===== config.mk =====
export PLATFORM = sky130hd
export DESIGN_NAME = morse_tx
export DESIGN_NICKNAME = d
export VERILOG_FILES = /design/src/rtl/morse_pkg.sv /design/src/rtl/morse_code_rom.sv /design/src/rtl/morse_tx.sv
export SDC_FILE = /design/constraint.sdc
export NUM_CORES = 1
export LEC_CHECK = 0
export CAP_MARGIN = 15
export CELL_PAD_IN_SITES_DETAIL_PLACEMENT = 1
export CELL_PAD_IN_SITES_GLOBAL_PLACEMENT = 2
export CORE_ASPECT_RATIO = 1.75
export CORE_UTILIZATION = 33
export CTS_CLUSTER_SIZE = 24
export DETAILED_ROUTE_END_ITERATION = 10
export PLACE_DENSITY = 0.79
export SLEW_MARGIN = 25
export SYNTH_ARGS = -nofsm -noshare
export SYNTH_HDL_FRONTEND = slang
export SYNTH_SLANG_ARGS = --single-unit

===== constraint.sdc =====
create_clock -name clk -period 2.45 [get_ports clk]
set_input_delay 0.245 -clock clk [delete_from_list [all_inputs] [get_ports clk]]
set_output_delay 0.245 -clock clk [all_outputs]
set_load 0.05 [all_outputs]

===== src/rtl/morse_pkg.sv =====
// Shared Morse constants, state encoding and symbol helper for the Morse
// transmitter and any reader that reuses the code table.
package morse_pkg;

    localparam logic [1:0] SYM_DOT  = 2'b10;
    localparam logic [1:0] SYM_DASH = 2'b11;
    localparam logic [1:0] SYM_NONE = 2'b00;
    localparam int         CODE_W   = 10;

    localparam logic [2:0] DOT_U  = 3'd1;
    localparam logic [2:0] DASH_U = 3'd3;
    localparam logic [2:0] GAP_U  = 3'd1;
    localparam logic [2:0] LGAP_U = 3'd3;
    localparam logic [2:0] WGAP_U = 3'd7;

    typedef enum logic [2:0] {
        ST_IDLE = 3'd0,
        ST_MARK = 3'd1,
        ST_GAP  = 3'd2,
        ST_LGAP = 3'd3,
        ST_WGAP = 3'd4
    } state_e;

    // Symbol idx counts from the most significant pair; out-of-range reads as none.
    function automatic logic [1:0] sym_at(input logic [CODE_W-1:0] code, input logic [2:0] idx);
        logic [1:0] s;
        case (idx)
            3'd0:    s = code[9:8];
            3'd1:    s = code[7:6];
            3'd2:    s = code[5:4];
            3'd3:    s = code[3:2];
            3'd4:    s = code[1:0];
            default: s = SYM_NONE;
        endcase
        return s;
    endfunction

endpackage


===== src/rtl/morse_code_rom.sv =====
// ASCII to Morse code table: {supported, is_space, code}. Lowercase folds to
// uppercase; letters are left-aligned, digits use all five pairs.
module morse_code_rom
    import morse_pkg::*;
(
    input  logic [7:0]        char_i,
    output logic              supported_o,
    output logic              is_space_o,
    output logic [CODE_W-1:0] code_o
);

    logic [7:0] upper_s;

    // Fold lowercase and look the character up.
    always_comb begin
        upper_s     = char_i;
        supported_o = 1'b1;
        is_space_o  = 1'b0;
        code_o      = 10'b00_00_00_00_00;
        if (char_i >= 8'h61 && char_i <= 8'h7A) begin
            upper_s = char_i - 8'd32;
        end else begin
            upper_s = char_i;
        end
        case (upper_s)
            8'h20: is_space_o = 1'b1;
            8'h41: code_o = 10'b10_11_00_00_00;
            8'h42: code_o = 10'b11_10_10_10_00;
            8'h43: code_o = 10'b11_10_11_10_00;
            8'h44: code_o = 10'b11_10_10_00_00;
            8'h45: code_o = 10'b10_00_00_00_00;
            8'h46: code_o = 10'b10_10_11_10_00;
            8'h47: code_o = 10'b11_11_10_00_00;
            8'h48: code_o = 10'b10_10_10_10_00;
            8'h49: code_o = 10'b10_10_00_00_00;
            8'h4A: code_o = 10'b10_11_11_11_00;
            8'h4B: code_o = 10'b11_10_11_00_00;
            8'h4C: code_o = 10'b10_11_10_10_00;
            8'h4D: code_o = 10'b11_11_00_00_00;
            8'h4E: code_o = 10'b11_10_00_00_00;
            8'h4F: code_o = 10'b11_11_11_00_00;
            8'h50: code_o = 10'b10_11_11_10_00;
            8'h51: code_o = 10'b11_11_10_11_00;
            8'h52: code_o = 10'b10_11_10_00_00;
            8'h53: code_o = 10'b10_10_10_00_00;
            8'h54: code_o = 10'b11_00_00_00_00;
            8'h55: code_o = 10'b10_10_11_00_00;
            8'h56: code_o = 10'b10_10_10_11_00;
            8'h57: code_o = 10'b10_11_11_00_00;
            8'h58: code_o = 10'b11_10_10_11_00;
            8'h59: code_o = 10'b11_10_11_11_00;
            8'h5A: code_o = 10'b11_11_10_10_00;
            8'h30: code_o = 10'b11_11_11_11_11;
            8'h31: code_o = 10'b10_11_11_11_11;
            8'h32: code_o = 10'b10_10_11_11_11;
            8'h33: code_o = 10'b10_10_10_11_11;
            8'h34: code_o = 10'b10_10_10_10_11;
            8'h35: code_o = 10'b10_10_10_10_10;
            8'h36: code_o = 10'b11_10_10_10_10;
            8'h37: code_o = 10'b11_11_10_10_10;
            8'h38: code_o = 10'b11_11_11_10_10;
            8'h39: code_o = 10'b11_11_11_11_10;
            default: supported_o = 1'b0;
        endcase
    end

endmodule


===== src/rtl/morse_tx.sv =====
// Morse transmitter: accepts one ASCII character per handshake and keys it out
// as timed marks and gaps, mirroring the active code on code_out.
module morse_tx
    import morse_pkg::*;
#(
    parameter int unsigned UNIT_TICKS = 5_000_000,
    parameter int unsigned CNT_W      = 23
) (
    input  logic              clk,
    input  logic              rst_n,
    input  logic [7:0]        in_char,
    input  logic              in_valid,
    output logic              in_ready,
    output logic              key_out,
    output logic              busy,
    output logic              done,
    output logic              err,
    output logic [CODE_W-1:0] code_out
);

    localparam logic [CNT_W-1:0] TICK_LAST = CNT_W'(UNIT_TICKS - 1);

    state_e             state_q, state_d;
    logic [CNT_W-1:0]   tick_q, tick_d;
    logic [2:0]         unit_q, unit_d;
    logic [2:0]         sym_q, sym_d;
    logic [CODE_W-1:0]  code_q, code_d;
    logic               key_q, key_d;
    logic               busy_q, busy_d;
    logic               done_q, done_d;
    logic               err_q, err_d;
    logic               rdy_q, rdy_d;

    logic               rom_supported_s, rom_space_s;
    logic [CODE_W-1:0]  rom_code_s;
    logic               accept_s, tick_last_s, phase_end_s, restart_s;
    logic [2:0]         phase_units_s;
    logic [1:0]         cur_sym_s, nxt_sym_s;

    morse_code_rom u_rom (
        .char_i      (in_char),
        .supported_o (rom_supported_s),
        .is_space_o  (rom_space_s),
        .code_o      (rom_code_s)
    );

    assign accept_s    = in_valid && rdy_q;
    assign tick_last_s = (tick_q == TICK_LAST);
    assign cur_sym_s   = sym_at(code_q, sym_q);
    assign nxt_sym_s   = sym_at(code_q, sym_q + 3'd1);
    assign phase_end_s = tick_last_s && (unit_q == phase_units_s - 3'd1);

    // Length in units of the phase the current state is timing.
    always_comb begin
        phase_units_s = 3'd1;
        case (state_q)
            ST_MARK: phase_units_s = (cur_sym_s == SYM_DASH) ? DASH_U : DOT_U;
            ST_GAP:  phase_units_s = GAP_U;
            ST_LGAP: phase_units_s = LGAP_U;
            ST_WGAP: phase_units_s = WGAP_U;
            default: phase_units_s = 3'd1;
        endcase
    end

    // Next-state, counter and output-register logic.
    always_comb begin
        state_d   = state_q;
        sym_d     = sym_q;
        code_d    = code_q;
        err_d     = 1'b0;
        restart_s = 1'b0;
        tick_d    = tick_q;
        unit_d    = unit_q;
        case (state_q)
            ST_IDLE: begin
                if (accept_s) begin
                    restart_s = 1'b1;
                    if (!rom_supported_s) begin
                        err_d = 1'b1;
                    end else if (rom_space_s) begin
                        state_d = ST_WGAP;
                    end else begin
                        state_d = ST_MARK;
                        code_d  = rom_code_s;
                        sym_d   = 3'd0;
                    end
                end else begin
                    state_d = ST_IDLE;
                end
            end
            ST_MARK: begin
                if (phase_end_s) begin
                    restart_s = 1'b1;
                    if (sym_q < 3'd4 && nxt_sym_s != SYM_NONE) begin
                        state_d = ST_GAP;
                    end else begin
                        state_d = ST_LGAP;
                    end
                end else begin
                    state_d = ST_MARK;
                end
            end
            ST_GAP: begin
                if (phase_end_s) begin
                    restart_s = 1'b1;
                    sym_d     = sym_q + 3'd1;
                    state_d   = ST_MARK;
                end else begin
                    state_d = ST_GAP;
                end
            end
            ST_LGAP, ST_WGAP: begin
                if (phase_end_s) begin
                    restart_s = 1'b1;
                    code_d    = 10'd0;
                    state_d   = ST_IDLE;
                end else begin
                    state_d = state_q;
                end
            end
            default: begin
                restart_s = 1'b1;
                code_d    = 10'd0;
                state_d   = ST_IDLE;
            end
        endcase

        if (restart_s || state_q == ST_IDLE) begin
            tick_d = '0;
            unit_d = 3'd0;
        end else if (tick_last_s) begin
            tick_d = '0;
            unit_d = unit_q + 3'd1;
        end else begin
            tick_d = tick_q + CNT_W'(1);
            unit_d = unit_q;
        end

        // Outputs are registered, so they are derived from the next-cycle state.
        key_d  = (state_d == ST_MARK);
        busy_d = (state_d != ST_IDLE);
        rdy_d  = (state_d == ST_IDLE) && !err_d;
        done_d = (tick_d == TICK_LAST) &&
                 ((state_d == ST_LGAP && unit_d == LGAP_U - 3'd1) ||
                  (state_d == ST_WGAP && unit_d == WGAP_U - 3'd1));
    end

    // State, counters and registered outputs.
    always_ff @(posedge clk or negedge rst_n) begin
        if (!rst_n) begin
            state_q <= ST_IDLE;
            tick_q  <= '0;
            unit_q  <= 3'd0;
            sym_q   <= 3'd0;
            code_q  <= 10'd0;
            key_q   <= 1'b0;
            busy_q  <= 1'b0;
            done_q  <= 1'b0;
            err_q   <= 1'b0;
            rdy_q   <= 1'b1;
        end else begin
            state_q <= state_d;
            tick_q  <= tick_d;
            unit_q  <= unit_d;
            sym_q   <= sym_d;
            code_q  <= code_d;
            key_q   <= key_d;
            busy_q  <= busy_d;
            done_q  <= done_d;
            err_q   <= err_d;
            rdy_q   <= rdy_d;
        end
    end

    assign in_ready = rdy_q;
    assign key_out  = key_q;
    assign busy     = busy_q;
    assign done     = done_q;
    assign err      = err_q;
    assign code_out = code_q;

endmodule


# Word-level counts from Yosys, hierarchy flattened
# Index checks and enable logic that the tools add are counted.
totals:
  regBits: 47
  in_bits: 11
  output_inout_bits: 15
  elab_cells: 142
op_classes:
  add_sub_neg: 5
  n_lt_le_gt_ge: 3
  n_eq_ne: 63
  muxes: 36
  bitwise: 1
  reduce_logical: 24
ops:
  columns: ["operator", "count"]
  rows:
  - ["$pmux 10 s36", 1]
  - ["$eq 8x7->1 const B", 26]
  - ["$eq 8x6->1 const B", 11]
  - ["$eq 23x23->1 const B", 2]
  - ["$mux 23", 2]
  - ["$mux 10", 4]
  - ["$reduce_or 37->1", 1]
  - ["$mux 3", 11]
  - ["$pmux 10 s3", 1]
  - ["$eq 3x2->1 const B", 8]
  - ["$add 23x1->23 const B", 1]
  - ["$pmux 2 s5", 2]
  - ["$eq 3x3->1 const B", 5]
  - ["$eq 3x1->1 const B", 4]
  - ["$logic_not 3->1", 4]
  - ["$pmux 3 s4", 1]
  - ["$ne 2x2->1 const B", 5]
  - ["$reduce_and 5->1", 2]
  - ["$pmux 3 s3", 1]
  - ["$ge 8x7->1 const B", 1]
  - ["$le 8x7->1 const B", 1]
  - ["$logic_and 1x1->1", 8]
  - ["$mux 1", 8]
  - ["$mux 8", 1]
  - ["other kinds (16)", 21]

# Depth between registers and ports, before layout
# Gate-level depths: netlist of the first run.
depth:
  depth_word: 16
  ltp_mapped: 11
  ltp_nobuf: 9

# Hierarchy
# A second synthesis of the first run with hierarchy kept.
unflattened:
  hier_cells: 391
  area_unflattened_um2: 3477.1
by_module_without_submodules:
  columns: ["mod", "n_inst", "cells_per_inst", "area_per_inst_um2", "seq_area_each_um2"]
  rows:
  - ["morse_tx", 1, 285, 2787.7, 1177.4]
  - ["morse_code_rom", 1, 106, 689.4, 0.0]

# Worst setup path after synthesis of the first run
# No wires, ideal clock.
synth_timing:
  path_type: "register to register"
  start: "reg sym_q[0]"
  end: "reg key_q, in the netlist key_out"
  setup_time_ps: 119
  arrival_ps: 2468
  required_ps: 2331
  slack_ps: -136
  path_stages_with_launch: 10
  n_path_buf: 0
  period_less_slack_ps: 2586
  cell_sequence: "dfrtp_1 -> inv_1 -> ha_1 -> a221oi_1 -> a21oi_1 -> o21ai_1 -> mux2_2 -> a211o_2 -> a211oi_4 -> o21ba_1"
synth_between:
  elab_chain_cells: 11
  elab_cells_between_ends: 28
  classes_between: "add/sub: 2; order compare: 1; eq/ne: 11; mux: 9; reduce/logical: 5"
synth_rtl:
  columns: ["element", "line_no", "source"]
  rows:
  - ["start, declared", "morse_tx.sv:26", "logic [2:0] sym_q, sym_d;"]
  - ["start signal, assigned", "morse_tx.sv:165", "sym_q <= sym_d;"]
  - ["$eq 3x3->1 (tied with other cells)", "morse_pkg.sv:27", "case (idx)"]
  - ["$pmux 2 s5", "morse_pkg.sv:27", null]
  - ["$eq 2x2->1", "morse_tx.sv:57", "ST_MARK: phase_units_s = (cur_sym_s == SYM_DASH) ? DASH_U : DOT_U;"]
  - ["$mux 2", "morse_tx.sv:57", null]
  - ["$pmux 3 s3", "morse_tx.sv:56", "case (state_q)"]
  - ["$sub 3x1->3", "morse_tx.sv:51", "assign phase_end_s = tick_last_s && (unit_q == phase_units_s - 3'd1);"]
  - ["$eq 3x3->1", "morse_tx.sv:51", null]
  - ["$logic_and 1x1->1", "morse_tx.sv:51", null]
  - ["$mux 3 (tied with other cells)", "morse_tx.sv:113", "if (phase_end_s) begin"]
  - ["$pmux 3 s4 (*)", "morse_tx.sv:74", "case (state_q)"]
  - ["$eq 3x1->1 (*)", "morse_tx.sv:140", "key_d = (state_d == ST_MARK);"]
  - ["named net key_d", "morse_tx.sv:28", "logic key_q, key_d;"]
  - ["end signal, assigned", "morse_tx.sv:167", "key_q <= key_d;"]
  - ["end, declared", "morse_tx.sv:28", null]
# The timed path passes the listed nets; every way through them passes the cells marked *.
# A chain may end at the register's enable or synchronous reset.

# Worst setup path after layout of the first run
layout_timing:
  start: "reg sym_q[1]"
  end: "reg code_q[4], in the netlist code_out[4]"
layout_between:
  elab_chain_cells: 10
  elab_cells_between_ends: 14
  classes_between: "add/sub: 1; eq/ne: 7; mux: 3; reduce/logical: 3"
layout_rtl:
  columns: ["element", "line_no", "source"]
  rows:
  - ["$eq 3x3->1 (tied with other cells)", "morse_pkg.sv:27", null]
  - ["$pmux 2 s5 (*)", "morse_pkg.sv:27", null]
  - ["$eq 2x2->1 (*)", "morse_tx.sv:57", null]
  - ["$mux 2 (*)", "morse_tx.sv:57", null]
  - ["$pmux 3 s3 (*)", "morse_tx.sv:56", null]
  - ["$sub 3x1->3 (*)", "morse_tx.sv:51", null]
  - ["$eq 3x3->1 (*)", "morse_tx.sv:51", null]
  - ["$logic_and 1x1->1 (*)", "morse_tx.sv:51", null]
  - ["$ne 2x2->1 (no source line) (*)", null, null]
  - ["$reduce_and 5->1 (no source line) (*)", null, null]
  - ["end signal, assigned", "morse_tx.sv:166", "code_q <= code_d;"]
  - ["end, declared", "morse_tx.sv:27", "logic [CODE_W-1:0] code_q, code_d;"]
# Every way passes the cells marked *; elsewhere a longest branch is shown, timed or not.

==> impl_metrics.ini, run 1 <==
[synth]
synthCells = 412
yosys_warnings = 0
syn_avg_cell_area_um2 = 8.72
synth_edf_count = 0
yosysSeqAreaShare_pct = 32.8
syn_area_um2 = 3590
synth_ff_type = dfrtp_1
synth-async-reset-ratio_pct = 100
ys_ff_latch = 47
synth_cell_type_count = 91
syn-num-nets = 435

[sta]
hold_viol = 0
skew_ns = 0.00331
maxClockFrequency_mhz = 391
tightest_slew_ns = 0.510
finalSetupViolCount = 16
max_slew_margin_pct = 65.9
drv_slew = 0
setup-tns-final_ns = -0.807
fin_ws_ns = -0.108
hold-worst-slack_ns = 0.389
post-route-min-period_ns = 2.56
fin_crit_sh_pct = 104
rsz0062_at_grt = yes

[worst_setup_path]
worstSetupPathType = reg -> reg
crit_path_end_kind = register
r2r-start = sym_q[1]
cp_num_buf_inv = 3
critical_path.max_stage_delay_ns = 0.48
cp-start-kind = register
worst_r2r_path_depth = 11
cp_top_family = compound AO/OA/AOI/OAI gates
crit_required_ns = 2.66
crit_chain = ha_4, ha_4, buf_6, a21o_1, o211ai_1, buf_4, mux2i_4, o211ai_1, o211ai_4, clkbuf_16, a211oi_2
rr_endpoint = code_out[4]
arrival_ns = 2.77
crit_path_max_fanout = 5
cp_slowest_cell = dfrtp_2
r2r_slack_ns = -0.11

[power]
power.leakage_nw = 2.14
p_per_area_nw_per_um2 = 725
peakVddDrop_uv = 355
total_power_mw = 3.70

[floorplanning]
die_area_um2 = 11300
pin_count = 26
start_util_pct = 33.8
die_x_um = 80.9
num_rows = 50
core_um2 = 10600
dieHeight_um = 140

[clock_tree]
clock_latency_ns = 0.29
cts_made_buffers = 5
cts_tree = yes
cts.sinks = 47
htreeDepth = 2
clkTransAtPathRegs_ns = 0.06
cts_root_buf = clkbuf_16
clock_path_buffers = 2

[cells_and_area]
nets = 542
drive_gt1_share_pct = 34.6
utilization_pct = 47.9
syn_to_final_growth_pct = 41.9
antennaDiodeCount = 0
final_cell_mix = buf_4, nor2_1, dfrtp_1, nand2_1, clkdlybuf4s50_1
final_common_cell = buf_4

[grt]
grt_overflow = 0
grt.total_usage_pct = 23.6
grt_pass1_wl_um = 20200
antenna_found_initial = 0
grt_max_degree = 28
first_global_vias = 4089

[drt]
ant_nets = 0
routed_wl_um = 12900
wire_per_inst_um = 19.9
drc = 0
vias_per_cell = 5.65
dr_total_vias = 3671
dr.pass1.iters = 4
drt_iter0_drc = 102

[min_path]
min_path_type = in -> async

[outcome]
violations = negative setup slack
outcome = complete, but fails checks

[flow_run]
max_cap_violations = 0

[place]
place_hpwl_um = 9840
gp_congestion = 0.846
io_buffers = 25
## power by group
group          switching, mW  internal, mW
Sequential             0.145         0.915
Clock                  0.301         0.435
Combinational           1.11         0.789
Total                   1.56          2.14
## metrics by stage
step                      setup slack (ns)  instances  cell area [um2]
final                               -0.108        650             5100
after global routing                -0.212        650             5100
after CTS                           -0.129        649             4930
after detailed placement            -0.240        636             4600
after global placement              -0.177        636             4600
after floorplan                    -0.0320        412             3610
## state kept, by name (all words and copies together), names as in the netlist
register / cells
code_out: 10
state_q: 3
key_out: 1
err: 1
tick_q: 23
in_ready: 1
sym_q: 3
unit_q: 3
busy: 1
done: 1
## layer usage
layer	vias to the layer above	global-route usage (%)	wire (um)
li1	1723	-	-
met1	1857	20.2	4140
met2	55	48.3	7900
met3	36	2.93	224
met4	0	13.4	639
met5	-	0	0
## area by class of cell
class	count	area, um2
timing repair buffer	121	1010
fill	1245	5540
tap	130	163
multi-input combinational	326	2520
inverter	18	70.1
sequential	47	1180
clock buffer	8	156
## how the worst max path moves through the flow
| stage | slack [ns] | to | start | cells after the start |
|---|---|---|---|---|
| after floorplan | -0.03 | key_out | sym_q[0] | 9 |
| after global placement | -0.18 | key_out | in_char[0] | 9 |
| after detailed placement | -0.24 | key_out | in_char[0] | 9 |
| final | -0.11 | code_out[4] | sym_q[1] | 11 |
| after CTS | -0.13 | key_out | sym_q[1] | 10 |
| after global routing | -0.21 | key_out | sym_q[1] | 9 |
## cell usage after synthesis (8+ instances only)
cell type	instances	area share [%]
dfrtp_1	46	32
nand3_1	8	1.1
o21ai_0	16	2.2
a211oi_1	9	1.9
inv_1	18	1.9
nor2_1	59	6.2
ha_1	12	4.2
a21oi_1	21	2.9
xor2_1	12	2.9
nand2_1	30	3.1
xnor2_1	13	3.2
clkbuf_1	10	1.0
## cell families (layout without fill, tap and decap cells)
logic type / after synthesis / count (layout) / share of synthesized area [%]
compound gates: 114 / 114 / 23.8
xor+xnor: 25 / 25 / 6.10
fa+ha+maj: 12 / 12 / 4.18
buf+inv: 39 / 147 / 4.70
flops: 47 / 47 / 32.8
mux: 8 / 8 / 2.33
simple gates: 167 / 167 / 26.2
## timing repair
action / 4_1_cts / 5_1_grt
pin swaps: 11 / 21
hold endpoints to repair: 13 / 0
hold buffers: 1 / 0
gates cloned: 0 / 1
buffers inserted: 4 / 1
endpoints found under the setup margin: 19 / 22
resized for setup: 27 / 26
(Power assumes the default switching activity.)
==> run 2, diff against run 1 <==
Settings changed: PLACE_DENSITY 0.79 to 0.76.
==> run 2 against run 1 <==
Net effect:
- critical endpoint is now key_out
- the run still ends with negative setup slack left
- highest routed layer unchanged
- cell count grew 0.77%
- critical path depth grew 1
- global-route usage shrank 0.60 points
- sequential share of layout area shrank 0.24 points
- critical path type unchanged
- cell area grew 1.0%
==> impl_metrics.ini, run 2 (synthesis results as in run 1) <==
[place]
gp_congestion = 0.864
io_buffers = 25
place_hpwl_um = 9570

[sta]
fin_crit_sh_pct = 106
hold_viol = 0
post-route-min-period_ns = 2.59
rsz0062_at_grt = yes
max_slew_margin_pct = 65.6
fin_ws_ns = -0.141
maxClockFrequency_mhz = 386
hold-worst-slack_ns = 0.399
drv_slew = 0
setup-tns-final_ns = -1.14
finalSetupViolCount = 16
tightest_slew_ns = 0.515
skew_ns = 0.00809

[floorplanning]
num_rows = 50
dieHeight_um = 140
die_x_um = 80.9
start_util_pct = 33.8
pin_count = 26
die_area_um2 = 11300
core_um2 = 10600

[grt]
met1_usage_pct = 19.7
busiest_layer = met2
met3_usage_pct = 2.61
grt_pass1_wl_um = 19800
first_global_vias = 4082
grt_overflow = 0
grt_max_degree = 33
grt.total_usage_pct = 23.0
gr-usage-met2_pct = 46.6
antenna_found_initial = 0

[cells_and_area]
drive_gt1_share_pct = 36.0
fillCellCount = 1253
final_cell_mix = buf_4, nor2_1, dfrtp_1, nand2_1, clkdlybuf4s50_1
largest-register = tick_q
final_common_cell = buf_4
ff_latch_area_um2 = 1180
antennaDiodeCount = 0
largest_reg_flops = 23
nets = 547
syn_to_final_growth_pct = 43.4
multi_input_area_um2 = 2530

[worst_setup_path]
cp_num_buf_inv = 4
crit_chain = inv_4, ha_4, buf_6, nand2_4, a22oi_2, o211ai_1, mux2_4, buf_4, a211oi_4, buf_6, a211oi_4, o21ba_1
crit_path_max_fanout = 5
cp_slowest_cell = dfrtp_2
cp_top_family = compound AO/OA/AOI/OAI gates
worstSetupPathType = reg -> reg
arrival_ns = 2.82
crit_required_ns = 2.68
cp-start-kind = register
crit_path_end_kind = register
critical_path.max_stage_delay_ns = 0.46

[clock_tree]
clock_path_buffers = 2
cts_tree = yes
clkTransAtPathRegs_ns = 0.07
cts.sinks = 47
htreeDepth = 2
cts_made_buffers = 5
clock_latency_ns = 0.30
cts_root_buf = clkbuf_16

[drt]
dr_total_vias = 3691
drc = 0
vias_per_cell = 5.64
dr.pass1.iters = 4
routed_wl_um = 12800
drt_iter0_drc = 111
wire_per_inst_um = 19.5
ant_nets = 0

[power]
power.leakage_nw = 2.16
p_per_area_nw_per_um2 = 703
peakVddDrop_uv = 379

[flow_run]
max_cap_violations = 0

[min_path]
min_path_type = in -> async

[outcome]
violations = negative setup slack
outcome = complete, but fails checks
run 2: changes by cell type in the layout (fill, tap and decap cells not counted), sizes merged:
cell	change
clkinvlp	+2
buf	+5
clkinv	+1
clkbuf	-3
run 2: metal layers:
layer  wire (um)  up-vias
li1            -     1733
met1        4150     1840
met2        7720       70
met3         164       48
met4         769        0
met5           0        -
run 2: stage by stage:
stage          power [mW]  setup WS (ns)  utilization, %  cells  instance area (um2)
2_1_floorplan        1.95        -0.0320               -    412                 3610
3_3_place_gp         2.67         -0.190            43.5    639                 4620
3_5_place_dp         2.71         -0.255            43.5    639                 4620
4_1_cts              3.51         -0.127            46.0    651                 4900
5_1_grt              3.81         -0.268            48.4    655                 5150
6_report             3.62         -0.141            48.4    655                 5150
run 2: area by class of cell:
| class | instances | area share (%) |
|---|---|---|
| well taps | 130 | 3.16 |
| clock buffers | 5 | 2.43 |
| repair buffers | 126 | 20.5 |
| inverters | 18 | 1.41 |
| flip-flops and latches | 47 | 22.9 |
| multi-input cells | 326 | 49.2 |
| clock inverters | 3 | 0.389 |
run 2: final timing paths:
kind                           start    endpoint  slack, ns  cells after the start
max reg2reg                 sym_q[1]     key_out      -0.14                     12
max in group asynchronous      rst_n    sym_q[0]       1.25                      3
min reg2reg                tick_q[0]   tick_q[0]       0.63                      2
min                            rst_n  tick_q[11]       0.40                      2
min in group clk           tick_q[0]   tick_q[0]       0.63                      2
max                         sym_q[1]     key_out      -0.14                     12
run 2: worst register-to-register path: cells and delay by family (launching register included):
family          cells  cell delay (ns)
simple gates        1             0.05
fa+ha+maj           1             0.16
flops               1             0.46
buf+inv             4             0.54
compound gates      5             0.99
mux                 1             0.34
run 2: repair_timing:
item / CTS / global route
pin swaps: 11 / 20
buffers inserted: 4 / 3
endpoints found under the setup margin: 19 / 22
endpoints found under the hold margin: 14 / 0
cloned: 0 / 2
gates resized for setup: 19 / 41
hold buffers: 1 / 0
run 2: power by group:
| part | internal (mW) | total [mW] | switching, mW |
|---|---|---|---|
| Clock | 0.377 | 0.690 | 0.314 |
| Combinational | 0.792 | 1.89 | 1.10 |
| Sequential | 0.914 | 1.04 | 0.130 |
==> run 3, diff against run 2 <==
--- a/config.mk
+++ b/config.mk
@@ -10,6 +10,7 @@
 export CELL_PAD_IN_SITES_GLOBAL_PLACEMENT = 2
-export CORE_ASPECT_RATIO = 1.75
-export CORE_UTILIZATION = 33
+export CORE_ASPECT_RATIO = 2
+export CORE_UTILIZATION = 36
 export CTS_CLUSTER_SIZE = 24
 export DETAILED_ROUTE_END_ITERATION = 10
+export DONT_BUFFER_PORTS = 1
 export PLACE_DENSITY = 0.76
==> constraint.sdc (replaced) <==
create_clock -name clk -period 2.45 [get_ports clk]
set_input_delay 0.49 -clock clk [delete_from_list [all_inputs] [get_ports clk]]
set_output_delay 0.49 -clock clk [all_outputs]
set_load 0.05 [all_outputs]
==> run 3 against run 2 <==
Net effect:
- the flow still finishes with violations (negative setup slack)
- setup slack better by 0.077 ns
- maximum frequency up 3.1%
- die area down 8.1%
- global-route usage up 1.9 points
- clock-buffer cell count up 1
- utilization down 1.1 points
- non-clock buffer count down 56
- highest routed layer unchanged
==> impl_metrics.ini, run 3 (synthesis results as in run 1) <==
[outcome]
outcome = complete, but fails checks
violations = negative setup slack

[grt]
grt_max_degree = 47
antenna_found_initial = 0
grt_pass1_wl_um = 19300
first_global_vias = 3855
grt_overflow = 0
grt.total_usage_pct = 25.0

[power]
p_per_area_nw_per_um2 = 748
power.leakage_nw = 1.92
total_power_mw = 3.43
peakVddDrop_uv = 297

[sta]
rsz0062_at_grt = yes
post-route-min-period_ns = 2.51
maxClockFrequency_mhz = 398
setup-tns-final_ns = -0.174
tightest_slew_ns = 0.564
fin_crit_sh_pct = 103
max_slew_margin_pct = 62.4
drv_slew = 0
fin_ws_ns = -0.0640
finalSetupViolCount = 4
hold_viol = 0
skew_ns = 0.00285

[cells_and_area]
antennaDiodeCount = 0
largest-register = tick_q
drive_gt1_share_pct = 32.0
layout.cells.non_filler = 601
final_common_cell = buf_4
final_cell_mix = buf_4, nor2_1, dfrtp_1, nand2_1, a21oi_1
largest_reg_flops = 23
syn_to_final_growth_pct = 27.9
nets = 491
finalInstanceArea_um2 = 4590

[worst_setup_path]
crit_path_end_kind = register
crit_required_ns = 2.64
cp_slowest_cell = dfrtp_1
worstSetupPathType = reg -> reg
critical_path.max_stage_delay_ns = 0.39
arrival_ns = 2.70
r2r_slack_ns = -0.06
worst_r2r_path_depth = 9
cp-start-kind = register
crit_path_max_fanout = 5
crit_chain = inv_2, ha_4, a221oi_4, a21oi_2, o21ai_2, mux2_4, a211o_4, a211oi_4, o21ba_1
rr_endpoint = key_out
r2r-start = sym_q[0]
startpoint = sym_q[0]

[drt]
ant_nets = 0
dr.pass1.iters = 4
routed_wl_um = 12400
dr_total_vias = 3422
drt_iter0_drc = 101
wire_per_inst_um = 20.6
vias_per_cell = 5.69
drc = 0

[floorplanning]
die_x_um = 72.6
pin_count = 26
core_um2 = 9700
num_rows = 51
die_area_um2 = 10400
dieHeight_um = 143
start_util_pct = 37.0

[flow_run]
max_cap_violations = 0

[clock_tree]
cts_tree = yes
clkTransAtPathRegs_ns = 0.07
htreeDepth = 2
cts.sinks = 47
clock_latency_ns = 0.29
cts_root_buf = clkbuf_16
cts_made_buffers = 5
clock_path_buffers = 2

[place]
io_buffers = 0
place_hpwl_um = 9720
dpl-instance-area_um2 = 4190
gp_congestion = 0.939
place_inst = 587
preCtsSetupSlack_ns = -0.183

[min_path]
min_path_type = in -> async
[run 3: changes by cell type in the layout (fill, tap and decap cells not counted), sizes merged]
cell and change:
clkbuf +1, buf -31, clkinvlp -2, clkdlybuf4s50 -24, dlygate4sd3 -1, bufinv +1
[run 3: how the worst max path moves through the flow]
stage          endpoint  slack (ns)  cells past startpoint
6_report        key_out       -0.06                      9
5_1_grt         key_out       -0.17                      9
3_3_place_gp    key_out       -0.11                      9
3_5_place_dp    key_out       -0.18                      9
2_1_floorplan   key_out       0.002                      9
4_1_cts         key_out       -0.08                      9
[run 3: area by class of cell]
| class | instances | area (um2) |
|---|---|---|
| multi-input cells | 326 | 2430 |
| fillers | 1161 | 5100 |
| well taps | 132 | 165 |
| clock buffers | 6 | 139 |
| inverters | 18 | 67.6 |
| flip-flops and latches | 47 | 1180 |
| repair buffers | 70 | 576 |
| clock inverters | 2 | 35.0 |
[run 3: critical path: cells and delay by family, from the launching register on]
| kind | cells | cell delay (ns) |
|---|---|---|
| AO/OA/AOI/OAI | 6 | 1.40 |
| adder cells (fa/ha/maj) | 1 | 0.18 |
| buffers and inverters | 1 | 0.09 |
| flip-flops | 1 | 0.39 |
| multiplexers | 1 | 0.34 |
[run 3: repair_timing]
action,4_1_cts,5_1_grt
gates resized for setup,14,15
endpoints found under the setup margin,18,18
setup buffers,4,0
hold buffers,1,0
pin swaps,8,8
endpoints found under the hold margin,46,0
cloned,0,1
[run 3: routing by layer]
layer	GRT usage, %	wire (um)	vias to the layer above
li1	-	-	1616
met1	17.5	3530	1697
met2	54.3	7810	63
met3	2.61	206	46
met4	18.5	856	0
met5	0	0	-
[run 3: power by group]
part / internal (mW) / switching, mW
logic: 0.587 / 0.919
registers: 0.913 / 0.198
clock network: 0.508 / 0.309
total: 2.01 / 1.43
[run 3: per-stage QoR]
step	hold WS (ns)	util, %
floorplan	0.194	-
global placement	0.196	43.2
detailed placement	0.196	43.2
CTS	0.0242	46.3
global route	0.0226	47.4
finish	0.0328	47.4
==> RTL edit 1 (settings of run 2) <==
Re-encode `state_e` (5 states) as Gray code, 3 bits wide.
--- a/src/rtl/morse_pkg.sv
+++ b/src/rtl/morse_pkg.sv
@@ -16,7 +16,7 @@
     typedef enum logic [2:0] {
-        ST_IDLE = 3'd0,
-        ST_MARK = 3'd1,
-        ST_GAP  = 3'd2,
-        ST_LGAP = 3'd3,
-        ST_WGAP = 3'd4
+        ST_IDLE = 3'b000,
+        ST_MARK = 3'b001,
+        ST_GAP  = 3'b011,
+        ST_LGAP = 3'b010,
+        ST_WGAP = 3'b110
     } state_e;
Formal check against the unedited RTL: same outputs for any inputs over 10 cycles, from zero or initial values and one cycle with rst_n low; not proved beyond that.
==> RTL edit 1 against run 2 <==
Highest routed layer unchanged; sequential cell count is the same; non-clock buffer count shrank 21; count of clock-buffer cells in the layout grew 1; critical endpoint is now done$_DFF_PN0_; design area shrank 12%; setup slack lost 0.0082 ns; critical path depth shrank 5; cell count shrank 7.9%; first-iteration DRC count shrank 34%; wire length shrank 13%; the run still ends with negative setup slack left; maximum frequency shrank 0.32%; area after synthesis shrank 7.9%; via count shrank 11%; largest cell class unchanged.
Power is not compared: it rests on default switching activity, and its combinational part moved more than twofold at a synthesized area within 25%.
==> RTL edit 1: results <==
[synthesis]
synth_nets = 408
synth_edf_count = 0
synth.top_cells.by_count = dfrtp_1, nor2_1, nand2_1
synth_cell_types = 73
async_reset_ff_share_pct = 100
ys_seq_area_share_pct = 35.6
yosys_warnings = 0
synth_area_leaders = dfrtp_1, nor2_1, ha_1
syn_avg_cell_area_um2 = 8.60

[critical_path]
startpoint = tick_q[12]$_DFF_PN0_
max_stage_delay_ns = 0.55
crit_family = simple AND/OR/NAND/NOR gates
timing.rr.start = tick_q[12]$_DFF_PN0_
cpMaxStageDelayCell = or4_4
arrival_ns = 2.79
reg2reg_depth = 7
crit_end = done$_DFF_PN0_

[sta]
tightest_slew_ns = 0.654
hold_viol = 0
finClkSkew_ns = 0.00982
setup_violations = 4
fin_ws_ns = -0.149

[detailed_routing]
routedWlPerCell_um = 18.4
routed_wl_um = 11100
first_pass_iters = 4
dr.first_iter.drc_count = 73
vias = 3300

[grt]
grt_start_max_net_pins = 26
grt_use_met2_pct = 46.8
grt_pass1_wl_um = 18400
grt_use_total_pct = 22.8
gr-usage-met3_pct = 2.84
use_met1_pct = 21.9
grt_pass1_vias = 3676

[placed_design]
post-place-cells = 591
gp_congestion = 0.845
pre_cts_ws_ns = -0.378
port_buffers = 25
dp_hpwl_um = 8670

[finish]
fillers = 1182
drive_gt1_share_pct = 24.5
largest_reg_flops = 23
largest_register = tick_q
final_nets = 500

[clock_tree]
cts_buffers = 5
path_clk_slew_ns = 0.07
h-tree-depth = 2
cts-root-buf = clkbuf_16
clk_latency_ns = 0.29

[pwr]
p_leak_uw = 0.00200
vdd_drop_max_mv = 0.252

[run_status]
failed_checks = negative setup slack
outcome = finished, violations left

[min_path]
min_path_type = in -> async
## RTL edit 1: cell type report
class	instances	area, um^2	share of cell area [%]
Clock buffer	6	129	2.85
Clock inverter	2	60.1	1.33
Inverter	13	48.8	1.08
Multi-Input combinational cell	305	2110	46.6
Sequential cell	47	1180	26.0
Tap cell	125	156	3.45
Timing Repair Buffer	105	848	18.7
## RTL edit 1: layer usage
| layer | routed length (um) | vias to the layer above |
|---|---|---|
| li1 | - | 1586 |
| met1 | 4050 | 1647 |
| met2 | 6560 | 46 |
| met3 | 170 | 21 |
| met4 | 303 | 0 |
| met5 | 0 | - |
## RTL edit 1: report_power, final
part	internal, uW	leakage (uW)	switching [uW]	total, uW
Sequential	776	0.000613	0	776
Clock	586	0.0000911	307	893
Combinational	73.5	0.00129	95.6	169
Total	1440	0.00200	403	1840
## RTL edit 1: worst register-to-register path: cells and delay by family (launching register included)
kind	cells	cell delay [ns]
muxes	1	0.25
and+or+nand+nor	5	1.69
AOI/OAI and AO/OA	1	0.18
DFF	1	0.38
## RTL edit 1: timing repair
| item | 4_1_cts | 5_1_grt |
|---|---|---|
| gates resized for setup | 17 | 7 |
| hold buffers | 1 | 0 |
| pin swaps | 2 | 6 |
| buffers inserted | 0 | 3 |
| setup endpoints to repair | 17 | 17 |
| endpoints found under the hold margin | 14 | 0 |
## RTL edit 1: cells by family (layout without fill, tap and decap cells)
| family | count (synthesis) | count (layout) | synth area share, % |
|---|---|---|---|
| fa+ha+maj | 12 | 12 | 4.54 |
| flops | 47 | 47 | 35.6 |
| simple gates | 169 | 169 | 27.0 |
| xor+xnor | 29 | 29 | 7.67 |
| compound gates | 88 | 88 | 18.7 |
| mux | 7 | 7 | 2.31 |
| buf+inv | 33 | 126 | 4.27 |
## RTL edit 1: worst min path at each step
stage               start              endpoint  slack, ns  depth (start not counted)
floorplan           rst_n        busy$_DFF_PN0_      -0.05                          0
global placement    rst_n   unit_q[0]$_DFF_PN0_       0.31                          1
detailed placement  rst_n   tick_q[8]$_DFF_PN0_       0.31                          1
CTS                 rst_n  tick_q[10]$_DFF_PN0_       0.53                          2
global route        rst_n  tick_q[10]$_DFF_PN0_       0.58                          2
finish              rst_n  tick_q[10]$_DFF_PN0_       0.51                          2
## RTL edit 1: through the flow
step,cell area (um^2),TNS (ns),utilization (%),power (uW)
3_5_place_dp,4200,-3.95,42.9,958
5_1_grt,4530,-1.09,46.3,1900
6_report,4530,-0.448,46.3,1840
4_1_cts,4470,-0.321,45.7,1850
3_3_place_gp,4200,-2.33,42.9,955
2_1_floorplan,3320,0,-,866
==> RTL edit 2 (settings of run 2) <==
Without the edit above. The parameter `CNT_W` goes from 23 to 21.
--- a/src/rtl/morse_tx.sv
+++ b/src/rtl/morse_tx.sv
@@ -6,3 +6,3 @@
     parameter int unsigned UNIT_TICKS = 5_000_000,
-    parameter int unsigned CNT_W      = 23
+    parameter int unsigned CNT_W      = 21
 ) (
Behaviour: same outputs for any inputs over 10 cycles, from zero or initial values and one cycle with rst_n low; that may be too few to reach the edited logic, so the function may still have changed.
==> RTL edit 2 against run 2 <==
The run still ends with negative setup slack left; sequential share of layout area decreased by 0.16 points; count of clock-buffer cells in the layout is 2 higher; setup slack worse by 0.013 ns; worst hold slack improved by 0.11 ns; wire length is 2.8% lower; area after synthesis shrank 4.6%; first-iteration DRC count down 12%; sequential cell count fell by 2; design area shrank 3.7%; highest routed layer unchanged.
Power is not compared: it rests on default switching activity, and its combinational part moved more than twofold at a synthesized area within 25%.
==> RTL edit 2: results <==
[run_status]
outcome = finished, violations left
failed_checks = negative setup slack

[grt]
use_met1_pct = 20.0
grt_pass1_vias = 4115
grt_start_max_net_pins = 25
grt_use_total_pct = 24.3
gr-usage-met3_pct = 1.80
grt_use_met2_pct = 52.1
grt_pass1_wl_um = 19900

[synthesis]
synth.top_cells.by_count = nor2_1, nand2_1, dfrtp_1
ys_seq_area_share_pct = 32.9
synth_cell_types = 69

[sta]
tightest_slew_ns = 0.633
setup_violations = 18
finClkSkew_ns = 0.00336
fin_ws_ns = -0.154

[critical_path]
reg2reg_depth = 11
timing.rr.start = sym_q[0]$_DFFE_PN0P_
startpoint = sym_q[0]$_DFFE_PN0P_
r2r-end = in_ready$_DFF_PN1_

[finish]
largest_reg_flops = 21
final_nets = 572
drive_gt1_share_pct = 31.2

[detailed_routing]
post_drt_via_cell_ratio = 5.51
dr.first_iter.drc_count = 98
routed_wl_um = 12400

[placed_design]
dp_hpwl_um = 10100
gp_congestion = 0.911
-- RTL edit 2: changes by cell type in the layout (fill, tap and decap cells not counted), moves of 5 or more --
cell	before	now
buf_4	91	114
nand2_1	28	45
nand3_1	8	19
nor3_1	6	15
o21ai_0	16	25
nor2_1	56	48
a211oi_2	6	1
xnor2_1	13	8
-- RTL edit 2: per-stage QoR --
step	worst slack (ns)	cell area (um^2)	hold WS, ns	setup TNS, ns	cells
2_1_floorplan	-0.00595	3460	-0.0506	-0.00595	426
3_3_place_gp	-0.493	4620	0.295	-6.80	664
3_5_place_dp	-0.497	4620	0.303	-6.89	664
4_1_cts	-0.174	4880	0.531	-1.41	675
5_1_grt	-0.323	4960	0.561	-3.90	677
6_report	-0.154	4960	0.508	-1.07	677
-- RTL edit 2: cells by family (layout without fill, tap and decap cells) --
| kind of cell | Yosys count | after routing | share of synthesized area, % |
|---|---|---|---|
| xor+xnor | 23 | 23 | 5.88 |
| buf+inv | 44 | 170 | 5.29 |
| flops | 45 | 45 | 32.9 |
| fa+ha+maj | 10 | 10 | 3.65 |
| mux | 7 | 7 | 2.37 |
| compound gates | 113 | 113 | 21.8 |
| simple gates | 184 | 184 | 28.1 |
-- RTL edit 2: power breakdown --
group / internal (uW) / switching, uW
logic: 88.8 / 122
registers: 743 / 0
clock network: 433 / 294
-- RTL edit 2: what timing repair did --
action | in CTS | in global routing
setup buffers | 4 | 2
hold buffers | 1 | 0
setup endpoints to repair | 19 | 19
endpoints found under the hold margin | 22 | 0
gates resized for setup | 19 | 12
gates cloned | 0 | 0
pin swaps | 12 | 4
-- RTL edit 2: per-layer routing --
| metal | routed length, um | share of wire (%) |
|---|---|---|
| met2 | 7710 | 62 |
| met1 | 3960 | 32 |
| met3 | 127 | 1.0 |
| met4 | 643 | 5.2 |
| met5 | 0 | 0 |
-- RTL edit 2: worst max-delay path: stages (launching register included) --
cell	delay [ns]
dfrtp_1	0.43
ha_2	0.22
ha_1	0.21
a21oi_1	0.15
o221ai_1	0.12
a21oi_1	0.24
o211ai_1	0.21
buf_4	0.19
nand2_4	0.10
mux2_4	0.33
a21o_1	0.18
nor3b_2	0.16
-- RTL edit 2: area by class of cell --
| type | count | area (um^2) |
|---|---|---|
| inverters | 18 | 67.6 |
| clock inverters | 1 | 5.00 |
| fillers | 1227 | 5010 |
| clock buffers | 7 | 153 |
| multi-input cells | 337 | 2280 |
| flip-flops and latches | 45 | 1130 |
| well taps | 125 | 156 |
| repair buffers | 144 | 1170 |
